### src/rtl/taillight_pkg.sv
// Shared types and sizing helpers for the sequential tail-light controller.
package taillight_pkg;

  typedef enum logic [1:0] {
    MODE_IDLE,
    MODE_TURN_L,
    MODE_TURN_R,
    MODE_HAZ
  } mode_e;

  function automatic int phase_width(input int n_lamps);
    return $clog2(n_lamps + 1);
  endfunction

endpackage

### src/rtl/pwm_dim.sv
// Free-running PWM counter producing the dim enable for the running lights.
module pwm_dim #(
  parameter int PWM_BITS = 4,
  parameter int DIM_DUTY = 4
) (
  input  logic clk,
  input  logic rst,
  output logic dim
);

  localparam int DUTY_W = PWM_BITS + 1;
  localparam logic [DUTY_W-1:0]   DUTY    = DUTY_W'(DIM_DUTY);
  localparam logic [PWM_BITS-1:0] CNT_ONE = PWM_BITS'(1);

  logic [PWM_BITS-1:0] cnt_reg;

  always_ff @(posedge clk or negedge rst) begin
    if (!rst) begin
      cnt_reg <= '0;
    end else begin
      cnt_reg <= cnt_reg + CNT_ONE;
    end
  end

  // One extra compare bit lets DIM_DUTY = 2^PWM_BITS mean "always on".
  assign dim = ({1'b0, cnt_reg} < DUTY);

endmodule

### src/rtl/taillight_seq.sv
// Tail-light controller: outward-filling turn sequence, hazard flash,
// brake override and PWM-dimmed running lights for N lamps per side.
module taillight_seq
  import taillight_pkg::*;
#(
  parameter int N_LAMPS  = 3,
  parameter int STEP_DIV = 4,
  parameter int PWM_BITS = 4,
  parameter int DIM_DUTY = 4
) (
  input  logic               clk,
  input  logic               rst,
  input  logic               left,
  input  logic               right,
  input  logic               brake,
  input  logic               hazard,
  input  logic               runlight,
  output logic [N_LAMPS-1:0] lights_l,
  output logic [N_LAMPS-1:0] lights_r
);

  localparam int PH_W  = phase_width(N_LAMPS);
  localparam int PRE_W = (STEP_DIV > 1) ? $clog2(STEP_DIV) : 1;

  localparam logic [PRE_W-1:0]   PRE_LAST = PRE_W'(STEP_DIV - 1);
  localparam logic [PRE_W-1:0]   PRE_ONE  = PRE_W'(1);
  localparam logic [PH_W-1:0]    PH_LAST  = PH_W'(N_LAMPS);
  localparam logic [PH_W-1:0]    PH_ONE   = PH_W'(1);
  localparam logic [N_LAMPS-1:0] ALL_ON   = '1;

  if (N_LAMPS < 1) begin : g_bad_lamps
    $error("taillight_seq: N_LAMPS must be at least 1");
  end
  if (STEP_DIV < 1) begin : g_bad_div
    $error("taillight_seq: STEP_DIV must be at least 1");
  end
  if (DIM_DUTY > (2 ** PWM_BITS)) begin : g_bad_duty
    $error("taillight_seq: DIM_DUTY exceeds 2^PWM_BITS");
  end

  mode_e               mode_reg;
  mode_e               mode_next;
  logic [PH_W-1:0]     ph_reg;
  logic [PRE_W-1:0]    pre_reg;
  logic                tick;
  logic                dim;
  logic [N_LAMPS-1:0]  turn_pat;
  logic [N_LAMPS-1:0]  lit_l;
  logic [N_LAMPS-1:0]  lit_r;
  logic [N_LAMPS-1:0]  lights_l_next;
  logic [N_LAMPS-1:0]  lights_r_next;

  pwm_dim #(
    .PWM_BITS (PWM_BITS),
    .DIM_DUTY (DIM_DUTY)
  ) u_pwm_dim (
    .clk (clk),
    .rst (rst),
    .dim (dim)
  );

  always_comb begin
    mode_next = MODE_IDLE;
    if (hazard || (left && right)) begin
      mode_next = MODE_HAZ;
    end else if (left) begin
      mode_next = MODE_TURN_L;
    end else if (right) begin
      mode_next = MODE_TURN_R;
    end
  end

  assign tick = (pre_reg == PRE_LAST);

  // A mode change always wins over a coincident tick and restarts at ph=1.
  always_ff @(posedge clk or negedge rst) begin
    if (!rst) begin
      mode_reg <= MODE_IDLE;
      pre_reg  <= '0;
      ph_reg   <= '0;
    end else if (mode_next != mode_reg) begin
      mode_reg <= mode_next;
      pre_reg  <= '0;
      ph_reg   <= PH_ONE;
    end else begin
      pre_reg <= tick ? '0 : (pre_reg + PRE_ONE);
      case (mode_reg)
        MODE_TURN_L, MODE_TURN_R: begin
          if (tick) begin
            ph_reg <= (ph_reg == PH_LAST) ? '0 : (ph_reg + PH_ONE);
          end
        end
        MODE_HAZ: begin
          if (tick) begin
            ph_reg <= (ph_reg == PH_ONE) ? '0 : PH_ONE;
          end
        end
        default: ph_reg <= '0;
      endcase
    end
  end

  for (genvar gi = 0; gi < N_LAMPS; gi++) begin : g_turn_pat
    assign turn_pat[gi] = (ph_reg > PH_W'(gi));
  end

  always_comb begin
    lit_l = '0;
    lit_r = '0;
    case (mode_reg)
      MODE_TURN_L: begin
        lit_l = turn_pat;
        lit_r = brake ? ALL_ON : '0;
      end
      MODE_TURN_R: begin
        lit_l = brake ? ALL_ON : '0;
        lit_r = turn_pat;
      end
      MODE_HAZ: begin
        lit_l = (ph_reg == PH_ONE) ? ALL_ON : '0;
        lit_r = (ph_reg == PH_ONE) ? ALL_ON : '0;
      end
      default: begin
        lit_l = brake ? ALL_ON : '0;
        lit_r = brake ? ALL_ON : '0;
      end
    endcase
    // Unlit lamps take the dim level; lit lamps are already fully on.
    lights_l_next = lit_l | {N_LAMPS{runlight & dim}};
    lights_r_next = lit_r | {N_LAMPS{runlight & dim}};
  end

  always_ff @(posedge clk or negedge rst) begin
    if (!rst) begin
      lights_l <= '0;
      lights_r <= '0;
    end else begin
      lights_l <= lights_l_next;
      lights_r <= lights_r_next;
    end
  end

endmodule

### config.mk
export PLATFORM = sky130hd
export DESIGN_NAME = taillight_seq
export DESIGN_NICKNAME = d
export VERILOG_FILES = /design/src/rtl/taillight_pkg.sv /design/src/rtl/pwm_dim.sv /design/src/rtl/taillight_seq.sv
export SDC_FILE = /design/constraint.sdc
export NUM_CORES = 1
export LEC_CHECK = 0
export ABC_AREA = 1
export CAP_MARGIN = 20
export CORE_ASPECT_RATIO = 0.6
export CORE_MARGIN = 2
export CORE_UTILIZATION = 30
export DETAILED_ROUTE_END_ITERATION = 8
export HOLD_SLACK_MARGIN = 0.1
export SYNTH_ARGS = -nofsm -noshare
export SYNTH_HDL_FRONTEND = slang
export SYNTH_SLANG_ARGS = --single-unit
### constraint.sdc
create_clock -name clk -period 1.3 [get_ports clk]
set_clock_uncertainty 0.1 [all_clocks]
set_input_delay 0.195 -clock clk [delete_from_list [all_inputs] [get_ports clk]]
set_output_delay 0.195 -clock clk [all_outputs]
set_load 0.02 [all_outputs]
==> flow_summary.toml <==
[clock_network]
h-tree-depth = 1
cts_root_buf = "clkbuf_8"
ctsHoldBuffers = 0
cts_sinks = 16
cts.reportedPaths.clkPinSlew_ns = 0.06
cts-buffers-inserted = 3
clock_latency_ns = 0.25
cts_tree = "built"
clk_path_buf_depth = 2

[worst_setup_path]
rr_endpoint = "ph_reg[1]"
rrSetupSlack_ns = -0.05
crit_path_max_incr_delay_ns = 0.44
path_buf_inv = 1
rr_worst_depth = 6
endpoint_kind = "flop"
path_delay_family = "simple AND/OR/NAND/NOR gates"
critPathLaunch = "mode_reg[1]"
worstPathCellList = "inv_2 -> ha_4 -> or2_4 -> nand4_1 -> nand2_1 -> nand2_1"
cpMaxStageDelayCell = "dfrtp_2"
cp_max_fo = 4
criticalPathCategory = "flop to flop"
cp_common_cell = "nand2_1"
cp.arrival_ns = 1.45
worstSetupStartpointType = "flop"
worst-endpoint-required_ns = 1.39
worstReg2RegStart = "mode_reg[1]"

[timing]
fin_hold_ws_ns = 0.1630
max_freq_mhz = 738.0
finalMaxSlewViolations = 0
finalCritPeriodShare_pct = 104.2
setup_slack_ns = -0.05500
tightestPinTransition_ns = 0.2041
rsz0062_at_grt = "true"
fin_crit_ns = 1.355
setup_violations = 2
setup_tns_ns = -0.1057
slew_headroom_pct = 86.28
hold_violations = 0

[synthesis]
yosysWarnings = 0
syn-cell-area_um2 = 819.5
synth-simple-area-share_pct = 22.44
ys_ff_latch = 16
synth_seq_area_share_pct = 48.85
muxShareOfSynthArea_pct = 0
syn_nets = 108
ys_types = 16
netlist_instances = 92
synth_top_family_by_area = "simple AND/OR/NAND/NOR gates"
synth-compound-area-share_pct = 5.496
synth-adder-area-share_pct = 13.74
syn_avg_cell_area_um2 = 8.908
synth_xor_area_share_pct = 2.137

[floorplanning]
die_x_um = 71.48
fp.dieH_um = 44.49
start_util_pct = 32.05
coreArea_um2 = 2557
rows = 14
dieArea_um2 = 3180
ios = 13

[placed_design]
portBuffers = 12
post-place-ws_ns = -0.1647
gp_congestion = 0.7618
hpwl_mm = 1.163

[pwr]
power_density_nw_per_um2 = 1096
power.total_w = 0.001284
irDropWorstVdd_mv = 0.5424
p_leak_nw = 0.5626

[layout]
areaGrowthSynthToFinish_pct = 43.05
largest_reg_flops = 4
final_cell_mix = "nand2_1 (20), dfrtp_1 (14), inv_1 (12)"
layout-drive-gt1-share_pct = 29.41
layout_commonest_cell = "nand2_1"
fin_nets = 137
final_util_pct = 45.84
antennaDiodeCount = 0

[global_routing]
top_usage_layer = "met2"
use_met2_pct = 15.37
grt-ovfl-total = 0
use_met3_pct = 4.556
track_usage_pct = 11.28
antenna_found_initial = 0
grt_pass1_vias = 602
grt_pass1_wl_mm = 2.615
grtUsageMet1_pct = 14.57
grt_max_degree = 17

[drt]
postRouteAntennaNets = 0
dr.pass1.iters = 4
remaining_drc_errors = 0
drt_iter0_markers = 11
wire_per_inst_um = 9.675
routed_via_density = 4.377
num_vias = 661
drt_wl_total_mm = 1.461

[hold_path]
min_path_type = "input port to asynchronous set/reset pin"

[status]
status = "complete, but fails checks"
violations = "setup timing"

[run]
cap_violations = 0
-- layout make-up --
cell class | count | area [um^2]
fill | 257 | 1385
sequential | 16 | 402.9
clock buffer | 3 | 41.29
inverter | 16 | 62.56
timing repair buffer | 24 | 206.4
multi-input combinational | 60 | 419.2
tap | 32 | 40.04
-- worst max path at each step --
| stage | endpoint | cells after the start |
|---|---|---|
| 6_report | ph_reg[1] | 6 |
| 5_1_grt | ph_reg[0] | 6 |
| 4_1_cts | ph_reg[1] | 6 |
| 3_5_place_dp | ph_reg[0] | 8 |
| 3_3_place_gp | ph_reg[0] | 8 |
| 2_1_floorplan | ph_reg[0] | 6 |
-- Yosys cell counts (all sizes together) --
library cell  count  area (um^2)
ha                9        112.6
nor3              3        15.01
inv              16        60.05
nand4             3        18.77
or2               1        6.260
xor2              1        8.760
xnor2             1        8.760
dfrtp            16        400.4
nor2              8        35.03
o31ai             2        15.01
nand2            23        93.84
nand3             3        15.01
o21ai             6        30.03
-- where the power goes --
group | internal (W) | leakage [nW] | switching (W) | total, W
Combinational | 0.000159 | 0.357 | 0.000184 | 0.000344
Sequential | 0.000547 | 0.184 | 0.0000273 | 0.000574
Clock | 0.000206 | 0.0216 | 0.000161 | 0.000367
Total | 0.000912 | 0.563 | 0.000373 | 0.00128
-- cells by family (layout without fill, tap and decap cells) --
family                   count (synthesis)  count (layout)
buffers and inverters                   16              43
flip-flops                              16              16
adder cells (fa/ha/maj)                  9               9
AND/OR/NAND/NOR                         41              41
AO/OA/AOI/OAI                            8               8
XOR/XNOR                                 2               2
-- per-stage QoR --
| stage | instances | instance area [um^2] |
|---|---|---|
| floorplan | 92 | 832.0 |
| global placement | 144 | 1052 |
| detailed placement | 144 | 1052 |
| CTS | 150 | 1121 |
| global route | 151 | 1172 |
| finish | 151 | 1172 |
-- metal layers --
metal | wire (um) | part of all wire (%) | vias to the layer above
li1 | - | - | 342
met1 | 758 | 52 | 297
met2 | 568 | 39 | 18
met3 | 91 | 6.2 | 4
met4 | 43 | 2.9 | 0
met5 | 0 | 0 | -
-- timing repair --
action / CTS / global route
resized for setup: 11 / 13
setup endpoints to repair: 14 / 8
pin swaps: 5 / 6
setup buffers: 3 / 1
hold endpoints to repair: 0 / 0
No activity file was read; power rests on OpenSTA's default activity.
